$ cat src/rtl/micron_burst_controller.sv
// Burst controller for the MT45W8 pseudo-SRAM: bus read/write bursts and config-register writes.
// Latency: RW_LATENCY clocks from address cycle to first data word; read data reaches the bus one clock after capture.
// Backpressure: mwait stalls DATA cycles (bwait=1, no transfer); the bus holds its word while bwait is high.
//
// Ports: clk50MHz/rst_L clock and async active-low reset; baddr/bburst/bdata_in/bdata_out/bvalid/bwait system bus;
//        maddr/mdata_out/mdata_in/mdata_oe and active-low strobes to the memory; mclk gated memory clock;
//        mwait memory stall request.
module micron_burst_controller #(
    parameter int A_WIDTH    = 16,
    parameter int D_WIDTH    = 16,
    parameter int BURST_W    = 4,
    parameter int LAT_W      = 3,
    parameter int RW_LATENCY = 4,
    parameter logic [A_WIDTH-1:0] CTRL_ADDR_READ  = 16'hFFFA,
    parameter logic [A_WIDTH-1:0] CTRL_ADDR_WRITE = 16'hFFFB,
    parameter logic [A_WIDTH-1:0] CTRL_ADDR_CFG   = 16'hFFFC
) (
    input  logic               clk50MHz,
    input  logic               rst_L,
    input  logic [A_WIDTH-1:0] baddr,
    input  logic [BURST_W-1:0] bburst,
    input  logic [D_WIDTH-1:0] bdata_in,
    output logic [D_WIDTH-1:0] bdata_out,
    output logic               bvalid,
    output logic               bwait,
    output logic [A_WIDTH-1:0] maddr,
    output logic [D_WIDTH-1:0] mdata_out,
    input  logic [D_WIDTH-1:0] mdata_in,
    output logic               mdata_oe,
    output logic               moe_L,
    output logic               mwe_L,
    output logic               madv_L,
    output logic               mce_L,
    output logic               mcre,
    output logic               mub_L,
    output logic               mlb_L,
    output logic               mclk,
    input  logic               mwait
);

    typedef enum logic [2:0] {IDLE, ADDR, CFG, LATENCY, DATA, FINISH} state_t;
    typedef enum logic [1:0] {M_READ, M_WRITE, M_CFG} mode_t;

    // Last LATENCY count before DATA; unused when RW_LATENCY==1 skips LATENCY.
    localparam logic [LAT_W-1:0] LAT_LAST = LAT_W'(RW_LATENCY - 2);

    state_t             state;
    mode_t              mode;
    logic [LAT_W-1:0]   lat_cnt;
    logic [BURST_W-1:0] burst_cnt;
    logic [BURST_W-1:0] burst_len;
    logic               bwait_q;
    logic               rd_vld_q;
    logic               mclk_en;

    always_ff @(posedge clk50MHz or negedge rst_L) begin
        if (!rst_L) begin
            state     <= IDLE;
            mode      <= M_READ;
            lat_cnt   <= '0;
            burst_cnt <= '0;
            burst_len <= '0;
            bwait_q   <= 1'b0;
            rd_vld_q  <= 1'b0;
            bdata_out <= '0;
            maddr     <= '0;
            mdata_out <= '0;
            mdata_oe  <= 1'b0;
            mcre      <= 1'b0;
            moe_L     <= 1'b1;
            mwe_L     <= 1'b1;
            madv_L    <= 1'b1;
            mce_L     <= 1'b1;
        end else begin
            rd_vld_q <= 1'b0;
            case (state)
                IDLE: begin
                    if (baddr == CTRL_ADDR_READ || baddr == CTRL_ADDR_WRITE) begin
                        state   <= ADDR;
                        mode    <= (baddr == CTRL_ADDR_WRITE) ? M_WRITE : M_READ;
                        mce_L   <= 1'b0;
                        madv_L  <= 1'b0;
                        mwe_L   <= (baddr == CTRL_ADDR_WRITE) ? 1'b0 : 1'b1;
                        bwait_q <= 1'b1;
                    end else if (baddr == CTRL_ADDR_CFG) begin
                        state   <= CFG;
                        mode    <= M_CFG;
                        mcre    <= 1'b1;
                        mce_L   <= 1'b0;
                        madv_L  <= 1'b0;
                        mwe_L   <= 1'b0;
                        bwait_q <= 1'b1;
                        lat_cnt <= '0;
                    end
                end
                ADDR: begin
                    maddr     <= baddr;
                    burst_len <= bburst;
                    madv_L    <= 1'b1;
                    mwe_L     <= 1'b1;
                    lat_cnt   <= '0;
                    burst_cnt <= '0;
                    if (RW_LATENCY == 1) begin
                        state    <= DATA;
                        moe_L    <= (mode == M_READ) ? 1'b0 : 1'b1;
                        mdata_oe <= (mode == M_WRITE);
                        bwait_q  <= 1'b0;
                    end else begin
                        state <= LATENCY;
                    end
                end
                LATENCY: begin
                    lat_cnt <= lat_cnt + 1'b1;
                    if (lat_cnt == LAT_LAST) begin
                        state    <= DATA;
                        moe_L    <= (mode == M_READ) ? 1'b0 : 1'b1;
                        mdata_oe <= (mode == M_WRITE);
                        bwait_q  <= 1'b0;
                    end
                end
                DATA: begin
                    if (!mwait) begin
                        burst_cnt <= burst_cnt + 1'b1;
                        if (mode == M_READ) begin
                            bdata_out <= mdata_in;
                            rd_vld_q  <= 1'b1;
                        end else begin
                            mdata_out <= bdata_in;
                        end
                        // Compare before the increment so a full 2^BURST_W burst ends on the last word.
                        if (burst_cnt == burst_len) begin
                            state    <= FINISH;
                            mce_L    <= 1'b1;
                            moe_L    <= 1'b1;
                            mdata_oe <= 1'b0;
                        end
                    end
                end
                CFG: begin
                    // Two fixed cycles: the CR value is on baddr during the first one.
                    if (lat_cnt == '0) begin
                        maddr   <= baddr;
                        lat_cnt <= lat_cnt + 1'b1;
                    end else begin
                        state   <= FINISH;
                        mcre    <= 1'b0;
                        mce_L   <= 1'b1;
                        madv_L  <= 1'b1;
                        mwe_L   <= 1'b1;
                        bwait_q <= 1'b0;
                        lat_cnt <= '0;
                    end
                end
                FINISH: begin
                    state     <= IDLE;
                    lat_cnt   <= '0;
                    burst_cnt <= '0;
                    bwait_q   <= 1'b0;
                    mdata_oe  <= 1'b0;
                    moe_L     <= 1'b1;
                    mwe_L     <= 1'b1;
                    madv_L    <= 1'b1;
                    mce_L     <= 1'b1;
                    mcre      <= 1'b0;
                end
                default: state <= IDLE;
            endcase
        end
    end

    // Clock enable changes only while clk50MHz is low, so the gated clock never glitches.
    // A config write is asynchronous to mclk, so its FINISH cycle keeps the clock parked.
    always_ff @(negedge clk50MHz or negedge rst_L) begin
        if (!rst_L) begin
            mclk_en <= 1'b0;
        end else begin
            mclk_en <= (state == LATENCY) || (state == DATA) ||
                       (state == FINISH && mode != M_CFG);
        end
    end

    assign mclk = clk50MHz & mclk_en;

    // Writes consume bdata_in in the transferring cycle; reads present the word one clock
    // after capture. A read word being delivered takes priority over a stall indication so
    // bvalid and bwait are never both high.
    assign bvalid = rd_vld_q | ((state == DATA) && (mode == M_WRITE) && !mwait);
    assign bwait  = bwait_q | ((state == DATA) && mwait && !bvalid);

    assign mub_L = 1'b0;
    assign mlb_L = 1'b0;

endmodule

$ cat config.mk
export PLATFORM = sky130hd
export DESIGN_NAME = micron_burst_controller
export DESIGN_NICKNAME = d
export VERILOG_FILES = /design/src/rtl/micron_burst_controller.sv
export SDC_FILE = /design/constraint.sdc
export NUM_CORES = 1
export LEC_CHECK = 0
export CORE_MARGIN = 5
export CORE_UTILIZATION = 23
export DETAILED_ROUTE_END_ITERATION = 8
export GPL_TIMING_DRIVEN = 0
export HOLD_SLACK_MARGIN = 0.1
export SLEW_MARGIN = 20
export SYNTH_ARGS = -nofsm -noshare
export SYNTH_HDL_FRONTEND = slang
export SYNTH_SLANG_ARGS = --single-unit
$ cat constraint.sdc
create_clock -name clk50MHz -period 2.12 [get_ports clk50MHz]
set_clock_uncertainty 0.15 [all_clocks]
set_input_delay 0.424 -clock clk50MHz [delete_from_list [all_inputs] [get_ports clk50MHz]]
set_output_delay 0.424 -clock clk50MHz [all_outputs]
set_load 0.02 [all_outputs]
==> key figures <==
Synth
  – Sequential-to-total area share from yosys stat: a little over half
  – Avg Synthesized Cell Area: roughly 12 um^2
  – Synthesis warning total: 0
  – Post-Syn Area: between 3000 and 4000 um^2
  – Unique masters post-synth: 53
  – Asr flop ratio synth: 100%
  – Cell taking the most area after synthesis: dfrtp_1
  – Post-synth EDFFs: 0
  – Yosys reg bits: between 70 and 80
  – Mapped Cells: 267
  – Most numerous cell in the Yosys netlist: dfrtp_1
  – Main flop type after synthesis: dfrtp_1
  – Yosys top cell area share: 51.1%
  – Synth top cells by count: dfrtp_1 (68), mux2_2 (52), nor2_1 (14), nand2_1 (13)
  – Ranking of synthesized cells by area: dfrtp_1 (51%), mux2_2 (18%), dfstp_2 (3.2%)

Drt
  – Post-Route WL: 9270 um
  – Mean routed wirelength per cell: 15.2 um
  – First DRT Iteration DRCs: between 100 and 150
  – Detailed Routing Iterations Pass 1: 4
  – DR vias/cell: 4.39
  – DRC viols: 0
  – DR vias: around 2700
  – Antenna Nets Post-Route: 0

Clocking
  – Clk_lat worst skew: around 0.44 ns
  – TritonCTS clock tree: done
  – Clock slew at reported path FFs: 0.05 ns

Floorplanning
  – Core Region: between 10000 and 15000 um^2
  – Die area: roughly 17000 um^2
  – Initial Utilization: 23.2%
  – Cell Rows: 44
  – Ports: roughly 110
  – Die width: ~130 um
  – Die height: roughly 130 um

Setup path
  – Critical path peak fanout: 1
  – WP data arrival: roughly 2.2 ns
  – Startpoint types: flop
  – Endpoint class of the critical path: primary output
  – Crit-path cells: and2_4, buf_6
  – Critical path type: reg2out
  – CP required: 1.55 ns
  – Slowest CP cell: dfrtn_1
  – Max incr delay on CP: approximately 0.38 ns

Cells and area
  – Ant diodes: 0
  – Nets: about 480
  – P&R area growth vs syn: 65.1%
  – Share of layout cells above drive strength 1: about a third
  – Util after Layout: around two fifths

Placement
  – Buffers added on ports: 111
  – Routability congestion estimate: 0.828
  – Dpl hpwl: between 6000 and 7000 um

Global routing
  – Total track usage: approximately 11%
  – Vias in the first global route: about 2800
  – Largest net degree at the start of global routing: 42
  – First-pass GRT wire length: 14400 um
  – Initial antenna violation count: 0
  – Grt total ovfl: 0

STA
  – Hold_ws: ~0.34 ns
  – Max-slew violations: 0
  – Slew HR: a little under three fifths
  – RSZ-0062 raised after global routing: true
  – # setup viols final: 5
  – Hold Fails Final Rpt: 0
  – Slew @ Worst Pin: 0.633 ns
  – Final WS setup: -0.600 ns

Power
  – Pint: ~4.7 mW
  – Psw: 2.30 mW
  – PwrDens: 1270 nW/um^2
  – Power share of the combinational group: a little over two fifths
  – Seq pwr share: between 20% and 30%
  – Clk pwr share: 26.7%
  – Worst IR Drop VDD: about 0.83 mV
  – LEAKAGE: around 2.4 nW
  – Switching Fraction: about a third

Min path
  – Min-delay worst type: reg2reg

Status
  – Failing checks: negative setup slack
  – Status: finished with violations

Flow run
  – Max-Cap Viols: 0
cells by family after synthesis:
| group | after synthesis | synth area share (%) |
|---|---|---|
| mux | 54 | 18.2 |
| compound gates | 42 | 8.87 |
| simple gates | 61 | 10.2 |
| buf+inv | 24 | 4.06 |
| fa+ha+maj | 4 | 1.50 |
| flops | 73 | 55.0 |
| other cells | 1 | 0.113 |
| xor+xnor | 8 | 2.10 |
what timing repair did:
item | 4_1_cts | 5_1_grt
hold buffers | 2 | 0
setup buffers | 8 | 15
resized for setup | 32 | 32
pin swaps | 5 | 5
endpoints found under the setup margin | 36 | 40
hold endpoints to repair | 32 | 0
gates cloned | 0 | 2
path summary, 6_finish.rpt:
| path | startpoint | to | slack, ns | cells past startpoint |
|---|---|---|---|---|
| max in group asynchronous | rst_L | mclk_en | 0.30 | 3 |
| min | mwe_L | mwe_L | 0.34 | 1 |
| max reg2reg | state[0] | mclk_en | -0.27 | 4 |
| min reg2reg | mwe_L | mwe_L | 0.34 | 1 |
| min in group asynchronous | rst_L | maddr[4] | 0.35 | 3 |
| max | mclk_en | mclk | -0.60 | 2 |
final cells by class:
cell class                 count  area (um^2)
buffer                        14          131
inverter                       9         36.3
fill                        1367         8870
timing repair buffer         138         1390
multi-input combinational    171         1490
sequential                    73         1830
clock inverter                 3         40.0
clock buffer                  17          347
tap                          184          230
stage by stage:
stage                     cell area, um^2  setup TNS (ns)  std cells  power [mW]  setup WS [ns]
final                                5500          -0.988        609        7.01         -0.600
after global routing                 5500           -2.14        609        7.41         -0.646
after CTS                            5220           -1.01        592        6.85         -0.623
after detailed placement             4720          -22.26        564        4.89         -0.750
after global placement               4700         -176.91        563        4.83          -3.04
after floorplan                      3350          -0.268        268        3.73         -0.232
sequential cells by signal (all words and copies together), names as in the netlist, 2 cells and up:
register and count:
burst_len 4, mdata_out 16, burst_cnt 4, lat_cnt 3, state 3, maddr 16, mode 2, bdata_out 16
per-layer routing:
metal  share of wire (%)  up-vias  global-route usage, %
met5                   0        -                      0
met4                 1.7        0                   5.20
met3                 6.5       12                   4.26
met2                  49       82                   17.9
met1                  43     1320                   12.8
li1                    -     1262                      -
cell usage in the layout (no fill, tap or decap), drive strengths merged, types with 2 or more instances in the layout:
master | synthesis | routed
a211oi | 3 | 3
a21oi | 10 | 10
a221oi | 2 | 2
a22o | 2 | 2
a31o | 2 | 2
a31oi | 3 | 3
a32o | 2 | 2
buf | 11 | 41
clkbuf | 4 | 20
clkdlybuf4s50 | 0 | 103
clkinv | 0 | 2
conb | 1 | 2
dfrtp | 68 | 68
dfstp | 4 | 4
dlygate4sd2 | 0 | 4
ha | 4 | 4
inv | 9 | 9
mux2 | 52 | 52
mux2i | 2 | 2
nand2 | 14 | 14
nand3 | 3 | 3
nand4 | 3 | 3
nor2 | 14 | 14
nor2b | 6 | 6
nor3 | 6 | 6
nor4 | 2 | 2
nor4b | 2 | 2
o21ai | 8 | 8
or3 | 2 | 2
xnor2 | 2 | 2
xor2 | 6 | 6
power by group through the flow:
stage	Combinational, mW	Sequential [mW]	Clock (mW)
3_3_place_gp	2.71	2.08	0.0501
3_5_place_dp	2.74	2.10	0.0501
4_1_cts	2.85	2.08	1.92
5_1_grt	3.29	2.13	1.98
6_report	3.07	2.07	1.87
2_1_floorplan	1.23	2.46	0.0312
critical path: cells and delay by family, from the launching register on:
family / cells / cell delay (ns)
and+or+nand+nor: 1 / 0.13
DFF: 1 / 0.38
buffers and inverters: 1 / 0.11
Power figures use the tool's default switching activity.
